==> src/rtl/truth_table_checker_stable_detect.sv <==
// Input-vector stability detector: remembers the last vector, flags changes and
// raises 'settled' once the vector has been steady for SETTLE cycles.
module stable_detect #(
    parameter int W      = 3,
    parameter int SETTLE = 2
) (
    input  logic         clk,
    input  logic         rst,
    input  logic         load,
    input  logic         track,
    input  logic         count_en,
    input  logic [W-1:0] in_vec,
    output logic         changed,
    output logic         settled
);

    localparam int SW = $clog2(SETTLE + 1);
    localparam logic [SW-1:0] CNT_LAST = SW'(SETTLE - 1);

    logic [W-1:0]  prev_vec;
    logic [SW-1:0] stable_cnt;

    assign changed = (in_vec != prev_vec);
    assign settled = count_en && !changed && (stable_cnt == CNT_LAST);

    // The counter parks at its last value instead of wrapping while the vector is held.
    always_ff @(posedge clk) begin
        if (rst) begin
            prev_vec   <= '0;
            stable_cnt <= '0;
        end else if (load || (track && changed)) begin
            prev_vec   <= in_vec;
            stable_cnt <= '0;
        end else if (count_en && (stable_cnt != CNT_LAST)) begin
            stable_cnt <= stable_cnt + SW'(1);
        end
    end

endmodule

==> config.mk <==
export PLATFORM = sky130hd
export DESIGN_NAME = stable_detect
export DESIGN_NICKNAME = d
export VERILOG_FILES = /design/src/rtl/truth_table_checker_stable_detect.sv
export SDC_FILE = /design/constraint.sdc
export NUM_CORES = 1
export LEC_CHECK = 0
export CAP_MARGIN = 20
export CORE_AREA = 2 2 39 41
export CTS_CLUSTER_SIZE = 8
export DETAILED_ROUTE_END_ITERATION = 10
export DIE_AREA = 0 0 41 43
export GPL_ROUTABILITY_DRIVEN = 0
export PLACE_DENSITY = 0.46
export SLEW_MARGIN = 10
export SYNTH_ARGS = -nofsm -noshare
export SYNTH_HDL_FRONTEND = slang
export SYNTH_SLANG_ARGS = --single-unit
==> constraint.sdc <==
create_clock -name clk -period 3.5 [get_ports clk]
set_input_delay 0.7 -clock clk [delete_from_list [all_inputs] [get_ports clk]]
set_output_delay 0.7 -clock clk [all_outputs]
set_load 0.03 [all_outputs]
* Word level (Yosys, flattened, before mapping) *
Index checks and enable logic that the tools add are counted.

word-level totals
  logic and storage cells = 13
  flip-flop bits (word level) = 5

operators by class
  add/subtract/negate cells = 1
  reductions and logical operators = 7
  eq/ne operators = 3

operators with widths
  kind                                            number
  logical AND 1 bit                               4
  != test 3 bit                                   1
  adder 2 x 1 -> 2 bit (second input constant)    1
  == test 2 x 1 -> 1 bit (second input constant)  1
  != test 2 x 1 -> 1 bit (second input constant)  1
  OR reduction 2 bit                              1
  logical NOT 1 bit                               1
  logical OR 1 bit                                1

* Depth between registers and ports, before layout *
Gate-level depths: netlist (run 1).

  depth after elaboration = 4
  depth in mapped cells = 5
  gate-level depth less buffers = 5

* Worst setup path before layout (run 1) *
Ideal clock, no wire load.

  path type = input to output
  start point = input in_vec[2]
  end point = output settled
  arrival = 1.927 ns
  stages on the path = 3
  path slack = 0.873 ns
  cells stage by stage = xor2_1 -> or3_2 -> nor2_1

on the way
  cells in the longest elaborated chain, start to end = 4

RTL lines
  item                             line  RTL
  start, declared                  12    input logic [W-1:0] in_vec,
  != test 3 bit                    23    assign changed = (in_vec != prev_vec);
  via changed                      13    output logic changed,
  logical NOT 1 bit                24    assign settled = count_en && !changed && (stable_cnt == CNT_LAST);
  logical AND 1 bit (2 in series)  24
  end, declared                    14    output logic settled

The timed path passes the listed nets, and every way through them passes these cells.

* Worst setup path after layout (run 1) *
  start point = input in_vec[2]
  end point = output settled

on the way
  cells in the longest elaborated chain, start to end = 4

RTL lines
  item                             line
  != test 3 bit                    23
  logical NOT 1 bit                24
  logical AND 1 bit (2 in series)  24

Every way passes these cells.

==> run metrics, run 1 <==
Logic pwr share 22.0%; Synth top area share 34.0%; GRT met1 Usage 7.07%; Net Count, Synth 38; worst path arrival time 2.62 ns; CP Max Fanout 2; final hold vios 0; pwr/cell area 377 nW/um^2; Worst Hold Class flip-flop to flip-flop; final setup fails 0; Sw Share 24.0%; critical path class input port to primary output; RSZ-0062 raised after global routing false; met3 GRT Util 3.14%; GR Util met2 12.2%; clock tree buffer depth 2; total wire length 490 microns; fraction of layout cells with a size suffix above 1 16.7%; DP Area 404 sq um; CP Capture Type primary output; worst slew pin tran 0.370 ns; area leader, netlist dfxtp_1; CTS tree built; quantity of hold-fixing buffers added after cts 0; antenna fix cells 0; num rows 14; Avg WL per Cell 8.45 microns; vias in the first global route 251; Die X 41 microns; post-DR vias/cell 4.10; status complete, no violations; Synth Warn # 0; IO buf count 9; TNS Setup 0 ns; syn_area_per_cell 10.1 sq um; gr usage total 7.33%; Slew headroom 75.3%; Final min period 3.32 ns; Area contributors post-synth dfxtp_1 (34%), mux2i_1 (10%), o41ai_4 (9.4%), xor2_1 (8.9%), nand2b_1 (6.4%); Clock Skews 0.000738 ns; Worst EP required 2.80 ns; DRC Markers 0; post-synthesis sequential area ratio 34.0%; DP Wirelength 443 microns; number of synthesized register bits 5; Clock Latency Late Sink 0.23 ns; leakage 0.176 nW; DR iter-0 viols 1; fraction of power consumed by the clock network 39.2%; drt pass-1 iters 2; antenna violations before repair 0; Synth cell types 16; die area 1760 sq um; cell area after synthesis 294 sq um; TritonCTS Sinks 5; antenna-violating nets left 0; first-pass GRT wire length 862 microns; via count of the routed design 238; clk slew on worst S/H paths 0.04 ns; max_cap viols 0; Tcrit/Tclk final 94.8%; fmax 301 MHz; Power Internal 0.123 mW; root buf cell clkbuf_4; Design Area, Final 430 sq um; Seq pwr share 38.8%; largest net degree at the start of global routing 8; Die Y 43 microns; # H-tree levels 1; GRT busiest layer met2; Initial Util 21.2%; Final Slew Violations 0; Post-CTS Resized 0; CTS buffer count 3; core area 1380 sq um; Peak VDD IR 0.187 mV; Nets 52; NetSw 0.0389 mW; GR Overflow Total 0; io pins 10; Post-CTS Setup Repair Bufs 0; CP Launch Type input port; Gate Count Post-Synth 29; Area growth syn-to-layout 46.4%
==> cell families after synthesis <==
kind of cell | after synthesis | synth area share (%)
and+or+nand+nor | 14 | 28.9
adders and majority gates | 1 | 4.25
xor gates and xnor gates | 4 | 11.9
DFF | 5 | 34.0
muxes | 3 | 10.2
AOI/OAI and AO/OA | 1 | 9.36
buffers and inverters | 1 | 1.28
==> synth_stat cells <==
cell	instances
nor2b_1	1
or2_2	1
ha_1	1
nor2_1	3
mux2i_1	3
dfxtp_1	5
o41ai_4	1
nor3b_1	1
xor2_1	3
or2b_1	1
or3_2	1
and4bb_2	1
nand2b_1	3
inv_1	1
xnor2_1	1
nand2_1	2
==> stage by stage <==
stage	worst slack (ns)	cells	hold WS, ns	utilization, %	total power, mW
4_1_cts	0.173	58	0.499	31.1	0.167
2_1_floorplan	0.873	29	0.463	-	0.0852
3_5_place_dp	0.175	54	0.492	29.2	0.100
5_1_grt	0.101	58	0.529	31.1	0.176
3_3_place_gp	0.192	54	0.473	29.2	0.0988
6_report	0.182	58	0.491	31.1	0.162
==> registers in the layout, summed over array words and instances, names as in the netlist <==
name	count
stable_cnt	2
prev_vec	3
==> cells in the final DEF, fill, tap and decap left out <==
master and count:
and4bb_2 1, nand2b_1 3, or3_2 1, xnor2_1 1, nand2_1 2, nor2_1 3, clkbuf_1 1, ha_1 1
or2_2 1, dfxtp_1 5, clkbuf_4 3, nor3b_1 1, clkdlybuf4s50_1 9, xor2_1 3, inv_1 1, o41ai_4 1
nor2b_1 1, or2b_1 1, mux2i_1 3
==> critical path, cell delays in order <==
cell             delay (ns)
clkdlybuf4s50_1        0.44
xor2_1                 0.19
or3_2                  0.50
nor2_1                 0.12
clkdlybuf4s50_1        0.67
==> area by class of cell <==
cell class              instances  area (sq um)
multi-input cells              23           190
clock buffers                   4          26.3
well taps                      16          20.0
inverters                       1          3.75
repair buffers                  9          90.1
flip-flops and latches          5           100
fillers                       160           953
==> power by group through the flow <==
| stage | combinational, mW | sequential, mW | clock, mW |
|---|---|---|---|
| 5_1_grt | 0.0395 | 0.0629 | 0.0734 |
| 3_5_place_dp | 0.0364 | 0.0638 | 0 |
| 4_1_cts | 0.0366 | 0.0628 | 0.0676 |
| 2_1_floorplan | 0.0217 | 0.0635 | 0 |
| 6_report | 0.0357 | 0.0628 | 0.0636 |
| 3_3_place_gp | 0.0352 | 0.0636 | 0 |
==> path summary, 6_finish.rpt <==
kind | cells past startpoint | from | slack [ns] | endpoint
worst max-delay path | 5 | in_vec[2] | 0.18 | settled
worst min-delay path | 2 | prev_vec[1] | 0.49 | prev_vec[1]
worst max register to register | 3 | prev_vec[2] | 2.23 | stable_cnt[1]
worst min register to register | 2 | prev_vec[1] | 0.49 | prev_vec[1]
==> per-layer routing <==
layer  wire length, microns  share of wire [%]
met1                    189                 39
met2                    260                 53
met3                     40                8.2
met4                      0                  0
met5                      0                  0
(Power assumes the default switching activity.)
==> run 2, diff against run 1 <==
- MAX_ROUTING_LAYER: unset -> met4
==> results of run 2 <==
Same layout as run 1: the final DEF is identical, and so are final timing and power.
Main changes from that run: overall routing resource usage 7.33% -> 7.51%
==> run 3, diff against run 2 <==
- ABC_AREA: unset -> 1
- CTS_CLUSTER_DIAMETER: unset -> 100
- PLACE_DENSITY: 0.46 -> 0.47
==> run 3 against run 2 <==
Global-route usage increased by 1.4 points. Combinational power decreased by 2%. Largest cell class unchanged. Core utilization increased by 1.2 points. Sequential share of layout area decreased by 0.85 points. Highest routed layer is now met4. Critical path type unchanged. Area after synthesis increased by 5.5%. Worst hold slack improved by 0.068 ns. Critical endpoint unchanged. Clock power increased by 5.5%.
==> run metrics, run 3 <==
Reg with most FFs prev_vec; core area 1380 sq um; GR Overflow Total 0; Die X 41 microns; Sequential Area 100 sq um; Final Slew Violations 0; status complete, no violations; final setup fails 0; most frequent cells in the layout nand2_1 (12), clkdlybuf4s50_1 (9), inv_1 (8); Area contributors post-synth dfxtp_1 (32%), nand2_1 (15%), inv_1 (9.7%), nor3_2 (6.5%), a21oi_1 (4.8%); CP Launch Type input port; DRC Markers 0; IO buf count 9; # fillers 160; max reg flops 3; number of enable flip-flop cells after synthesis 0; first-pass GRT wire length 966 microns; syn_area_per_cell 6.75 sq um; top flop regs prev_vec: 3 flops, stable_cnt: 2 flops; drt pass-1 iters 1; Peak VDD IR 0.0874 mV; Avg WL per Cell 7.77 microns; Slew headroom 80.0%; number of synthesized register bits 5; Worst Hold Class flip-flop to flip-flop; Area growth syn-to-layout 44.0%; DP Worst Slack 0.543 ns; Post-CTS Resized 0; TritonCTS Sinks 5; post-DR vias/cell 3.93; CP Capture Type primary output; Gate Count Post-Synth 46; # H-tree levels 1; antenna-violating nets left 0; most frequent cell after synthesis nand2_1; clock tree buffer depth 2; TNS Setup 0 ns; Initial Util 22.4%; main flop type after synthesis dfxtp_1; multi-input logic area 173 sq um; antenna fix cells 0; root buf cell clkbuf_4; RSZ-0062 raised after global routing false; Async S/R FF share, synth 0%; Tcrit/Tclk final 83.9%; Die Y 43 microns; setup ws final 0.564 ns; total wire length 583 microns; DP Wirelength 444 microns; gr usage total 8.88%; num rows 14; fmax 341 MHz; Synth top area share 32.3%; most common cell after layout, fill and taps aside nand2_1; max_cap viols 0; Post-CTS Setup Repair Bufs 0; largest net degree at the start of global routing 8; CTS tree built; clk slew on worst S/H paths 0.04 ns; synth cell count leaders nand2_1 (12), inv_1 (8), dfxtp_1 (5); fraction of layout cells with a size suffix above 1 16.9%; Finished Core Util 32.3%; via count of the routed design 295; io pins 10; Nets 69; cell area after synthesis 310 sq um; antenna violations before repair 0; CP Max Fanout 3; Worst EP required 2.80 ns; worst slew pin tran 0.299 ns; Final min period 2.94 ns; area leader, netlist dfxtp_1; leakage 0.199 nW; final hold vios 0; CTS buffer count 3; die area 1760 sq um; DR iter-0 viols 0; Net Count, Synth 55; critical path class input port to primary output; Fin Hold WS 0.560 ns; reg2reg setup slack 2.42 ns; Synth cell types 15; Clock Latency Late Sink 0.24 ns; vias in the first global route 269; Clock Skews 0.00399 ns; pwr/cell area 367 nW/um^2; post-synthesis sequential area ratio 32.3%; worst path arrival time 2.24 ns; quantity of hold-fixing buffers added after cts 0; Synth Warn # 0
run 3: stage by stage:
step           power [mW]  area (sq um)  instances
6_report            0.164           447         75
5_1_grt             0.176           447         75
4_1_cts             0.167           447         75
3_5_place_dp       0.0986           420         71
3_3_place_gp       0.0984           420         71
2_1_floorplan      0.0839           310         46
run 3: worst paths after layout:
check,to,depth (start not counted),from
setup / recovery,settled,5,in_vec[2]
hold / removal,prev_vec[2],4,prev_vec[2]
setup reg to reg,stable_cnt[1],7,stable_cnt[1]
hold reg to reg,prev_vec[2],4,prev_vec[2]
run 3: worst max-delay path, cell delays in order:
cell and delay (ns):
clkdlybuf4s50_1 0.49, xnor2_1 0.14, nand3_2 0.13, nor2_1 0.10, clkdlybuf4s50_1 0.67
run 3: layout make-up:
cell class | count | area share (%)
Clock buffer | 4 | 5.88
Inverter | 10 | 8.40
Multi-Input combinational cell | 31 | 38.7
Sequential cell | 5 | 22.4
Tap cell | 16 | 4.48
Timing Repair Buffer | 9 | 20.2
run 3: logic make-up (layout without fill, tap and decap cells):
group                      after synthesis  after routing  synth area share (%)
AOI/OAI and AO/OA                        4              4                  6.45
xor gates and xnor gates                 2              2                  5.65
adders and majority gates                1              1                  4.03
buffers and inverters                   10             23                  12.1
DFF                                      5              5                  32.3
and+or+nand+nor                         24             24                  39.5
run 3: layer usage:
metal  global-route usage [%]  up-vias  share of wire [%]
li1                         -      164                  -
met1                     9.74      119                 50
met2                     10.9        9                 41
met3                     3.14        3                5.8
met4                     10.0        0                2.7
met5                        -        -                  0
run 3: power by group:
| part | switching [mW] | internal, mW | leakage [nW] | total, mW |
|---|---|---|---|---|
| Combinational | 0.0183 | 0.0166 | 0.143 | 0.0349 |
| Clock | 0.0239 | 0.0431 | 0.0150 | 0.0671 |
| Sequential | 0.00163 | 0.0605 | 0.0412 | 0.0622 |
| Total | 0.0439 | 0.120 | 0.199 | 0.164 |
